===== src/rtl/pipe_reg_mw.sv =====
// MEM->WB pipeline register with valid bits, load extraction, result mux and retire counter.
// Latency DEPTH edges; StallW holds every stage, FlushW clears every valid bit and wins over stall.
module pipe_reg_mw #(
    parameter int ADDRESS_WIDTH = 5,
    parameter int DATA_WIDTH    = 32,
    parameter int FUNCT3_WIDTH  = 3,
    parameter int DEPTH         = 1,
    parameter int COUNT_WIDTH   = 32
) (
    input  logic                     CLK,
    input  logic                     RSTn,
    input  logic                     StallW,
    input  logic                     FlushW,
    input  logic                     ValidM,
    input  logic                     RegWriteM,
    input  logic [1:0]               ResultSrcM,
    input  logic [DATA_WIDTH-1:0]    ALUResultM,
    input  logic [DATA_WIDTH-1:0]    RD,
    input  logic [ADDRESS_WIDTH-1:0] RdM,
    input  logic [DATA_WIDTH-1:0]    PCPlus4M,
    input  logic [FUNCT3_WIDTH-1:0]  funct3M,
    output logic                     ValidW,
    output logic                     RegWriteW,
    output logic [1:0]               ResultSrcW,
    output logic [DATA_WIDTH-1:0]    ALUResultW,
    output logic [ADDRESS_WIDTH-1:0] RdW,
    output logic [DATA_WIDTH-1:0]    PCPlus4W,
    output logic [FUNCT3_WIDTH-1:0]  funct3W,
    output logic [DATA_WIDTH-1:0]    ReadDataW,
    output logic [DATA_WIDTH-1:0]    LoadDataW,
    output logic [DATA_WIDTH-1:0]    ResultW,
    output logic [COUNT_WIDTH-1:0]   RetireCount
);

    generate
        if ((DEPTH < 1) || (DEPTH > 4) || (DATA_WIDTH != 32)) begin : g_bad_param
            $error("pipe_reg_mw: DEPTH must be 1..4 and DATA_WIDTH must be 32");
        end
    endgenerate

    typedef struct packed {
        logic                     valid;
        logic                     reg_write;
        logic [1:0]               result_src;
        logic [DATA_WIDTH-1:0]    alu_result;
        logic [DATA_WIDTH-1:0]    read_data;
        logic [ADDRESS_WIDTH-1:0] rd;
        logic [DATA_WIDTH-1:0]    pc_plus4;
        logic [FUNCT3_WIDTH-1:0]  funct3;
    } stage_t;

    stage_t                  m_slot;
    stage_t [DEPTH-1:0]      stages;
    stage_t                  w_slot;
    logic [COUNT_WIDTH-1:0]  retire_count;

    assign m_slot = '{valid:      ValidM,
                      reg_write:  RegWriteM,
                      result_src: ResultSrcM,
                      alu_result: ALUResultM,
                      read_data:  RD,
                      rd:         RdM,
                      pc_plus4:   PCPlus4M,
                      funct3:     funct3M};

    // Data fields only move when not stalled; the flush loop below overrides the valid bits last.
    always_ff @(posedge CLK or negedge RSTn) begin
        if (!RSTn) begin
            stages <= '0;
        end else begin
            if (!StallW) begin
                stages[0] <= m_slot;
                for (int k = 1; k < DEPTH; k++) begin
                    stages[k] <= stages[k-1];
                end
            end
            if (FlushW) begin
                for (int k = 0; k < DEPTH; k++) begin
                    stages[k].valid <= 1'b0;
                end
            end
        end
    end

    assign w_slot = stages[DEPTH-1];

    // The W instruction commits on any unstalled edge, even one that also flushes.
    always_ff @(posedge CLK or negedge RSTn) begin
        if (!RSTn) begin
            retire_count <= '0;
        end else if (w_slot.valid && !StallW) begin
            retire_count <= retire_count + COUNT_WIDTH'(1);
        end
    end

    assign ValidW      = w_slot.valid;
    assign RegWriteW   = w_slot.reg_write & w_slot.valid;
    assign ResultSrcW  = w_slot.result_src;
    assign ALUResultW  = w_slot.alu_result;
    assign RdW         = w_slot.rd;
    assign PCPlus4W    = w_slot.pc_plus4;
    assign funct3W     = w_slot.funct3;
    assign ReadDataW   = w_slot.read_data;
    assign RetireCount = retire_count;

    logic [1:0]  byte_off;
    logic [7:0]  ld_byte;
    logic [15:0] ld_half;

    // Misaligned halfwords simply use the upper offset bit; no trap is raised here.
    assign byte_off = w_slot.alu_result[1:0];
    assign ld_byte  = w_slot.read_data[{byte_off, 3'b000} +: 8];
    assign ld_half  = w_slot.read_data[{byte_off[1], 4'b0000} +: 16];

    always_comb begin
        LoadDataW = w_slot.read_data;
        case (w_slot.funct3)
            FUNCT3_WIDTH'(3'b000): LoadDataW = {{(DATA_WIDTH-8){ld_byte[7]}}, ld_byte};
            FUNCT3_WIDTH'(3'b001): LoadDataW = {{(DATA_WIDTH-16){ld_half[15]}}, ld_half};
            FUNCT3_WIDTH'(3'b100): LoadDataW = {{(DATA_WIDTH-8){1'b0}}, ld_byte};
            FUNCT3_WIDTH'(3'b101): LoadDataW = {{(DATA_WIDTH-16){1'b0}}, ld_half};
            default:               LoadDataW = w_slot.read_data;
        endcase
    end

    always_comb begin
        ResultW = '0;
        case (w_slot.result_src)
            2'b00:   ResultW = w_slot.alu_result;
            2'b01:   ResultW = LoadDataW;
            2'b10:   ResultW = w_slot.pc_plus4;
            default: ResultW = '0;
        endcase
    end

endmodule

===== config.mk =====
export PLATFORM = sky130hd
export DESIGN_NAME = pipe_reg_mw
export DESIGN_NICKNAME = d
export VERILOG_FILES = /design/src/rtl/pipe_reg_mw.sv
export SDC_FILE = /design/constraint.sdc
export NUM_CORES = 1
export LEC_CHECK = 0
export ABC_AREA = 1
export BUFFER_PORTS_ARGS = -buffer_cell sky130_fd_sc_hd__buf_4
export CAP_MARGIN = 25
export CORE_MARGIN = 2
export CORE_UTILIZATION = 54
export CTS_CLUSTER_DIAMETER = 150
export DETAILED_ROUTE_END_ITERATION = 6
export PLACE_DENSITY_LB_ADDON = 0.1
export SYNTH_ARGS = -nofsm -noshare
export SYNTH_HDL_FRONTEND = slang
export SYNTH_SLANG_ARGS = --single-unit

===== constraint.sdc =====
create_clock -name CLK -period 2.7 [get_ports CLK]
set_clock_uncertainty 0.05 [all_clocks]
set_input_delay 0.405 -clock CLK [delete_from_list [all_inputs] [get_ports CLK]]
set_output_delay 0.405 -clock CLK [all_outputs]
set_load 0.02 [all_outputs]

# Yosys cells after proc, flatten, opt, wreduce, memory -nomap -nowiden
# Cells that the tools add are included.
[classes]
addsub = 1
mux = 4
div = 0
n_bitwise = 1
mul = 0
n_shift = 2
n_eq_ne = 6
n_reduce_logical = 4
magnitude_cmp = 0
[ops]
columns = ["cell", "count"]
rows = [
  ["case mux 32 bit (4 select lines)", 1],
  ["2-to-1 mux 108 bit", 1],
  ["case mux 32 bit (3 select lines)", 1],
  ["adder 32 x 1 -> 32 bit, second input constant", 1],
  ["indexed part select 32 x 6 -> 16 bit", 1],
  ["indexed part select 32 x 6 -> 8 bit", 1],
  ["== test 3 bit, second input constant", 2],
  ["== test 3 x 1 -> 1 bit, second input constant", 1],
  ["logical NOT 3 bit", 1],
  ["== test 2 x 1 -> 1 bit, second input constant", 1],
  ["== test 2 bit, second input constant", 1],
  ["logical NOT 2 bit", 1],
  ["!= test 2 x 1 -> 1 bit, second input constant", 1],
  ["AND 1 bit", 1],
  ["logical AND 1 bit", 1],
  ["logical NOT 1 bit", 1],
  ["2-to-1 mux 1 bit", 1],
]
[totals]
romBits = 0
ram_bits = 0
mem_count = 0
input_bits = 112
wordCells = 27
latchBits = 0
output_inout_bits = 204
reg_bits = 140

# Logic depth before layout (Yosys ltp)
# Gate-level depths: netlist of run 1.
[logic_depth]
depth_word = 3
ltp_mapped = 10
depth_no_buf = 9

# Worst setup path before layout of run 1
# Ideal clock, no wire load.
[synth_timing]
kind = "register to output"
start = "register stages (netlist bit ALUResultW[1])"
end = "output ResultW[14]"
path_slack_ns = 0.776
stages_incl_launch_ff = 7
path_buffers = 1
required_time_ns = 2.245
arrival_time_ns = 1.469
path_cell_list = "dfrtp_1 > buf_2 > nand2_1 > o21ai_0 > o211ai_1 > nand2_1 > nand2_1"
[synth_between]
elab_chain_len = 3
elab_cells_between_ends = 4
classes_between = "shift (2); mux (2)"
[synth_rtl]
columns = ["element", "line_no", "rtl"]
rows = [
  ["start, declared", "53", "stage_t [DEPTH-1:0] stages;"],
  ["start signal, assigned by index", "74", "stages[k] <= stages[k-1];"],
  ["indexed part select 32 x 6 -> 16 bit / indexed part select 32 x 6 -> 8 bit (equally long branches)", "113, 112", ""],
  ["case mux 32 bit (4 select lines) *", "117", "case (w_slot.funct3)"],
  ["via LoadDataW[14]", "30", "output logic [DATA_WIDTH-1:0] LoadDataW,"],
  ["case mux 32 bit (3 select lines) *", "128", "case (w_slot.result_src)"],
  ["end, declared", "31", "output logic [DATA_WIDTH-1:0] ResultW,"],
]
# The timed path passes the listed nets; every way through them passes the cells marked *.

# Worst setup path in the final report of run 1
[layout_timing]
start = "register stages (netlist bit funct3W[1])"
end = "output ResultW[22]"
[layout_between]
elab_chain_len = 3
elab_cells_between_ends = 6
classes_between = "eq/ne (3); mux (2); reduce/logical (1)"
[layout_rtl]
columns = ["element", "line_no"]
rows = [
  ["== test 3 bit, or another cell as far along", "117"],
  ["case mux 32 bit (4 select lines) *", "117"],
  ["case mux 32 bit (3 select lines) *", "128"],
]
# Every way passes the cells marked *; elsewhere a longest branch is shown, timed or not.

==> flow_summary.ini, run 1 <==
[outcome]
status = complete, no violations

[sta]
period_needed_ps = 2530
hold_viol = 0
rsz0062_at_grt = no
fmax_ghz = 0.395
relSlewSlack_pct = 58.5
min_period_over_period_pct = 93.8
layout_setup_ws_ps = 168
slew_viol_final = 0
worst_pin_slew_ps = 623
setup_viol_count_final = 0
setup_total_negative_slack_ps = 0
timing.hold.ws_ps = 85.5

[setup_path]
crit_arrival_ps = 2080
r2r_cells = 8
critPathLaunchType = register
required_ps = 2250
critPathKind = reg2out
ff2ff_setup_slack_ps = 880
crit_fanout = 16
endpoint_kind = output port

[place]
portBuffers = 315
dp_hpwl_um = 21000
gp_congestion = 0.951
pre_cts_ws_ps = 444

[cts]
path_clk_slew_ps = 60
insertion_delay_ps = 420
cts_htree_levels = 4
clock_path_buffers = 2
cts_tree = done
postCtsSetupRepairBufs = 0
cts_made_buffers = 17
cts-root-buf = clkbuf_16
cts.sinks = 140

[route]
via_per_inst = 5.19
drt-initial-drc-count = 649
drc = 0
antenna_left = 0
post_drt_wl_per_cell_um = 17.5
routed_wl_um = 27500
dr.pass1.iters = 5
vias = 8136

[power]
p_per_area_nw_per_um2 = 633
ir_worst_vdd_v = 0.000451
p_total_w = 0.00677
leakage_nw = 5.93

[final_layout]
fin_nets = 1480
syn2layout_area_growth_pct = 28.6
drive_gt1_share_pct = 29.5
final_util_pct = 70.6

[die]
die_y_um = 128
coreArea_sq_um = 15100
io_pins = 316
row_count = 45
die_x_um = 128
initial_utilization_pct = 54.9
dieArea_sq_um = 16400

[global_routing]
overflow = 0
grt_pass1_vias = 7603
grt_usage_pct = 33.9
grt_max_degree = 129
antenna_found_initial = 1
grt_pass1_wl_um = 42300

[synth]
synth_common_cells = 561 x nand2_1, 140 x dfrtp_1, 107 x buf_4
ys_ff_latch = 140
yosys.area.top_type = dfrtp_1
synth_edf_count = 0
synth.area.top_cells = dfrtp_1 42%, nand2_1 25%, buf_4 9.7%
ys.flop_type = dfrtp_1
synth_seq_area_share_pct = 42.2
synth_cell_types = 38
yosysMostFrequentCell = nand2_1
syn_area_sq_um = 8310
synth_top_area_share_pct = 42.2
yosys_warnings = 0
netlist_instances = 1165
syn_area_per_cell_sq_um = 7.13
syn_nets = 1278
async_reset_ff_share_pct = 100

[min_path]
hold_depth = 2
hp-class = in2reg

[run]
maxCapViolations = 0
==> flip-flops by register name (all words and copies together), names as in the netlist <==
| register | count |
|---|---|
| RetireCount | 32 |
| RdW | 5 |
| funct3W | 3 |
| ValidW | 1 |
| PCPlus4W | 32 |
| ReadDataW | 32 |
| ResultSrcW | 2 |
| ALUResultW | 32 |
| stages | 1 |
==> through the flow <==
| step | cell area, sq um | cells |
|---|---|---|
| floorplan | 8310 | 1165 |
| global placement | 10100 | 1535 |
| detailed placement | 10100 | 1535 |
| CTS | 10700 | 1568 |
| global route | 10700 | 1569 |
| finish | 10700 | 1569 |
==> worst max-delay path, stage by stage, from the launching register on <==
cell	delay (ps)
dfrtp_2	520
nor2_4	230
inv_2	110
nor2_4	110
nand2_4	180
nand3_2	150
nand2_1	110
nand3_1	100
buf_4	140
==> cell families after synthesis <==
| logic type | after synthesis | share of synthesized area, % |
|---|---|---|
| and+or+nand+nor | 729 | 36.4 |
| buffers and inverters | 223 | 15.5 |
| DFF | 140 | 42.2 |
| AOI/OAI and AO/OA | 56 | 4.05 |
| xor gates and xnor gates | 16 | 1.69 |
| adders and majority gates | 1 | 0.151 |
==> area by class of cell <==
type	count	area (sq um)
Fill cell	1367	4460
Multi-Input combinational cell	802	3540
Sequential cell	140	3510
Timing Repair Buffer	333	2540
Clock buffer	18	439
Inverter	73	277
Tap cell	188	235
Clock inverter	14	144
Antenna cell	1	2.50
==> final timing paths <==
check / startpoint / end
worst min-delay path: FlushW / ValidW
min in group asynchronous: RSTn / RdW[3]
worst min register to register: RdW[1] / RdW[1]
worst max register to register: RetireCount[1] / RetireCount[20]
worst max-delay path: funct3W[1] / ResultW[22]
max in group asynchronous: RSTn / ALUResultW[25]
==> layout by cell type, fill, tap and decap left out, types with 11 or more instances in the layout <==
cell type,Yosys,final
dfrtp_1,140,138
nand2_1,561,560
nand3_2,18,18
buf_4,107,328
xor2_1,11,11
nor2_1,67,65
o21ai_0,34,33
clkbuf_16,0,17
inv_1,68,68
nand3_1,54,54
==> repair_timing <==
item,in CTS,in global routing
endpoints found under the hold margin,59,0
endpoints found under the setup margin,2,9
resized for setup,1,5
gates cloned,0,0
hold buffers,1,0
==> report_power, final <==
group	internal [W]	switching (W)
Combinational	0.000759	0.00118
Sequential	0.00228	0.000221
Clock	0.00138	0.000948
Total	0.00442	0.00235
==> metal layers <==
layer	vias to the layer above	wire (um)	track usage, %
met5	-	0	0
met4	0	1070	15.4
met3	55	2230	8.01
met2	392	13100	54.6
met1	3791	11100	43.8
li1	3898	-	-
Note: power is estimated with default switching activity, not from simulation.
==> run 2: changes to the inputs <==
--- a/config.mk
+++ b/config.mk
@@ -5,11 +5,10 @@
 export SDC_FILE = /design/constraint.sdc
 export NUM_CORES = 1
 export LEC_CHECK = 0
-export ABC_AREA = 1
 export BUFFER_PORTS_ARGS = -buffer_cell sky130_fd_sc_hd__buf_4
 export CAP_MARGIN = 25
 export CORE_MARGIN = 2
-export CORE_UTILIZATION = 54
+export CORE_UTILIZATION = 53
 export CTS_CLUSTER_DIAMETER = 150
 export DETAILED_ROUTE_END_ITERATION = 6
 export PLACE_DENSITY_LB_ADDON = 0.1
==> run 2 against run 1 <==
Critical endpoint is now ResultW[9]. Via count fell by 25%. Sequential cell count did not move. Critical path depth fell by 3. Non-clock buffer count rose by 13. Core utilization rose by 1.5 points. Maximum frequency fell by 6.8%. Design area fell by 2.3%. Worst hold slack got worse by 4.3 ps. The flow now finishes with violations (setup timing).
==> flow_summary.ini, run 2 <==
[route]
dr.pass1.iters = 4
routed_wl_um = 23500
drt-initial-drc-count = 269
drc = 0
via_per_inst = 5.58
antenna_left = 0
post_drt_wl_per_cell_um = 21.5
vias = 6119

[power]
p_total_w = 0.00726
leakage_nw = 5.13
p_per_area_nw_per_um2 = 695
ir_worst_vdd_v = 0.000416

[setup_path]
slowest_stage = mux4_2
cp_num_buf_inv = 1
required_ps = 2250
path_cells = mux4_2, and3b_2, a221o_1, o2bb2ai_1, buf_4
critical_path.max_stage_delay_ps = 520
endpoint_kind = output port
critPathKind = reg2out
crit_fanout = 7
critPathLaunchType = register
crit_arrival_ps = 2260
path_delay_family = multiplexers

[final_layout]
drive_gt1_share_pct = 55.4
final_util_pct = 72.1
diodes = 0
fin_cells = 1097
final_cell_mix = 333 x buf_4, 138 x dfrtp_1, 109 x mux2_2, 47 x mux2i_1, 29 x nand2_1
syn2layout_area_growth_pct = 33.9
fin_nets = 1013
final_common_cell = buf_4

[synth]
synth_common_cells = 140 x dfrtp_1, 109 x mux2_2, 107 x buf_4
synth.area.top_cells = dfrtp_1 45%, mux2_2 16%, buf_4 10%
ys.flop_type = dfrtp_1
syn_nets = 796
syn_area_sq_um = 7800
synth_seq_area_share_pct = 44.9
async_reset_ff_share_pct = 100
synth_edf_count = 0
ys_ff_latch = 140
synth_top_area_share_pct = 44.9
synth_cell_types = 44
yosys.area.top_type = dfrtp_1
syn_area_per_cell_sq_um = 11.4
yosys_warnings = 0
netlist_instances = 683
yosysMostFrequentCell = dfrtp_1

[cts]
cts_htree_levels = 4
path_clk_slew_ps = 60
cts-root-buf = clkbuf_16
cts.sinks = 140
clock_path_buffers = 2
cts_tree = done
cts_made_buffers = 17
insertion_delay_ps = 420

[outcome]
violations = setup timing
status = finished, violations left

[global_routing]
antenna_found_initial = 0
grt_pass1_vias = 6250
grt_pass1_wl_um = 35600
overflow = 0
grt_max_degree = 111
grt_usage_pct = 29.5

[sta]
hold_viol = 0
setup_viol_count_final = 5
period_needed_ps = 2720
relSlewSlack_pct = 52.5
slew_viol_final = 0
min_period_over_period_pct = 101
fmax_ghz = 0.368
layout_setup_ws_ps = -16.9
worst_pin_slew_ps = 706
rsz0062_at_grt = yes

[die]
die_y_um = 125
die_x_um = 125
row_count = 44
initial_utilization_pct = 53.9
io_pins = 316
coreArea_sq_um = 14500
dieArea_sq_um = 15700

[place]
dp_hpwl_um = 17700
portBuffers = 315
post-place-cells = 1054
gp_congestion = 0.878

[min_path]
hp-class = in2reg

[run]
maxCapViolations = 0
[run 2: cell types whose count changed after synthesis, moves of 17 or more]
| cell | before | now |
|---|---|---|
| inv_1 | 68 | 20 |
| mux2_2 | 0 | 109 |
| mux2i_1 | 0 | 50 |
| nand2_1 | 561 | 29 |
| nand3_1 | 54 | 10 |
| nand3_2 | 18 | 1 |
| nor2_1 | 67 | 8 |
| o21ai_0 | 34 | 1 |
[run 2: through the flow]
step | setup slack (ps) | setup TNS, ps | cell area [sq um] | hold slack, ps
3_5_place_dp | 275 | 0 | 9600 | 385
6_report | -16.9 | -43.8 | 10400 | 81.3
3_3_place_gp | -170 | -2130 | 9590 | 386
2_1_floorplan | 212 | 0 | 7800 | 59.4
5_1_grt | -80.1 | -910 | 10400 | 65.1
4_1_cts | -45.6 | -273 | 10300 | 62.1
[run 2: layout make-up]
| class | count | area (sq um) |
|---|---|---|
| Timing Repair Buffer | 346 | 2650 |
| Clock buffer | 23 | 498 |
| Sequential cell | 140 | 3510 |
| Tap cell | 184 | 230 |
| Clock inverter | 9 | 158 |
| Inverter | 20 | 78.8 |
| Fill cell | 1033 | 4040 |
| Multi-Input combinational cell | 375 | 3320 |
[run 2: path summary, 6_finish.rpt]
check                      cells after the start               to       startpoint  slack [ps]
setup / recovery                               5       ResultW[9]    ALUResultW[1]         -20
min in group asynchronous                      2  RetireCount[18]             RSTn         490
max in group asynchronous                      3      PCPlus4W[2]             RSTn        1300
hold / removal                                 2           ValidW           FlushW          80
hold reg to reg                                1  RetireCount[31]  RetireCount[31]         420
setup reg to reg                               5  RetireCount[28]   RetireCount[0]         570
[run 2: metal layers]
| metal | share of wire [%] | up-vias | global-route usage [%] |
|---|---|---|---|
| met5 | 0 | - | 0 |
| met1 | 39 | 3070 | 35.4 |
| met2 | 51 | 276 | 51.4 |
| met4 | 2.9 | 0 | 10.5 |
| li1 | - | 2733 | - |
| met3 | 6.8 | 40 | 7.87 |
[run 2: kinds of logic after synthesis]
logic type	count (synthesis)	synth area share [%]
buffers and inverters	168	13.3
AND/OR/NAND/NOR	105	7.99
XOR/XNOR	31	3.48
flip-flops	140	44.9
adder cells (fa/ha/maj)	1	0.160
multiplexers	160	22.4
AO/OA/AOI/OAI	78	7.70
[run 2: timing repair]
item                                    4_1_cts  5_1_grt
pin swaps                                     7        3
gates resized for setup                      11       17
endpoints found under the hold margin        62        0
endpoints found under the setup margin       33       31
hold buffers                                  1        0
setup buffers                                 4        6
gates cloned                                  0        0
[run 2: where the power goes]
group          total [W]  leakage, nW  internal (W)  switching [W]
Combinational    0.00217         3.11      0.000998        0.00117
Sequential       0.00251         1.70       0.00229       0.000221
Clock            0.00258        0.316       0.00167       0.000908
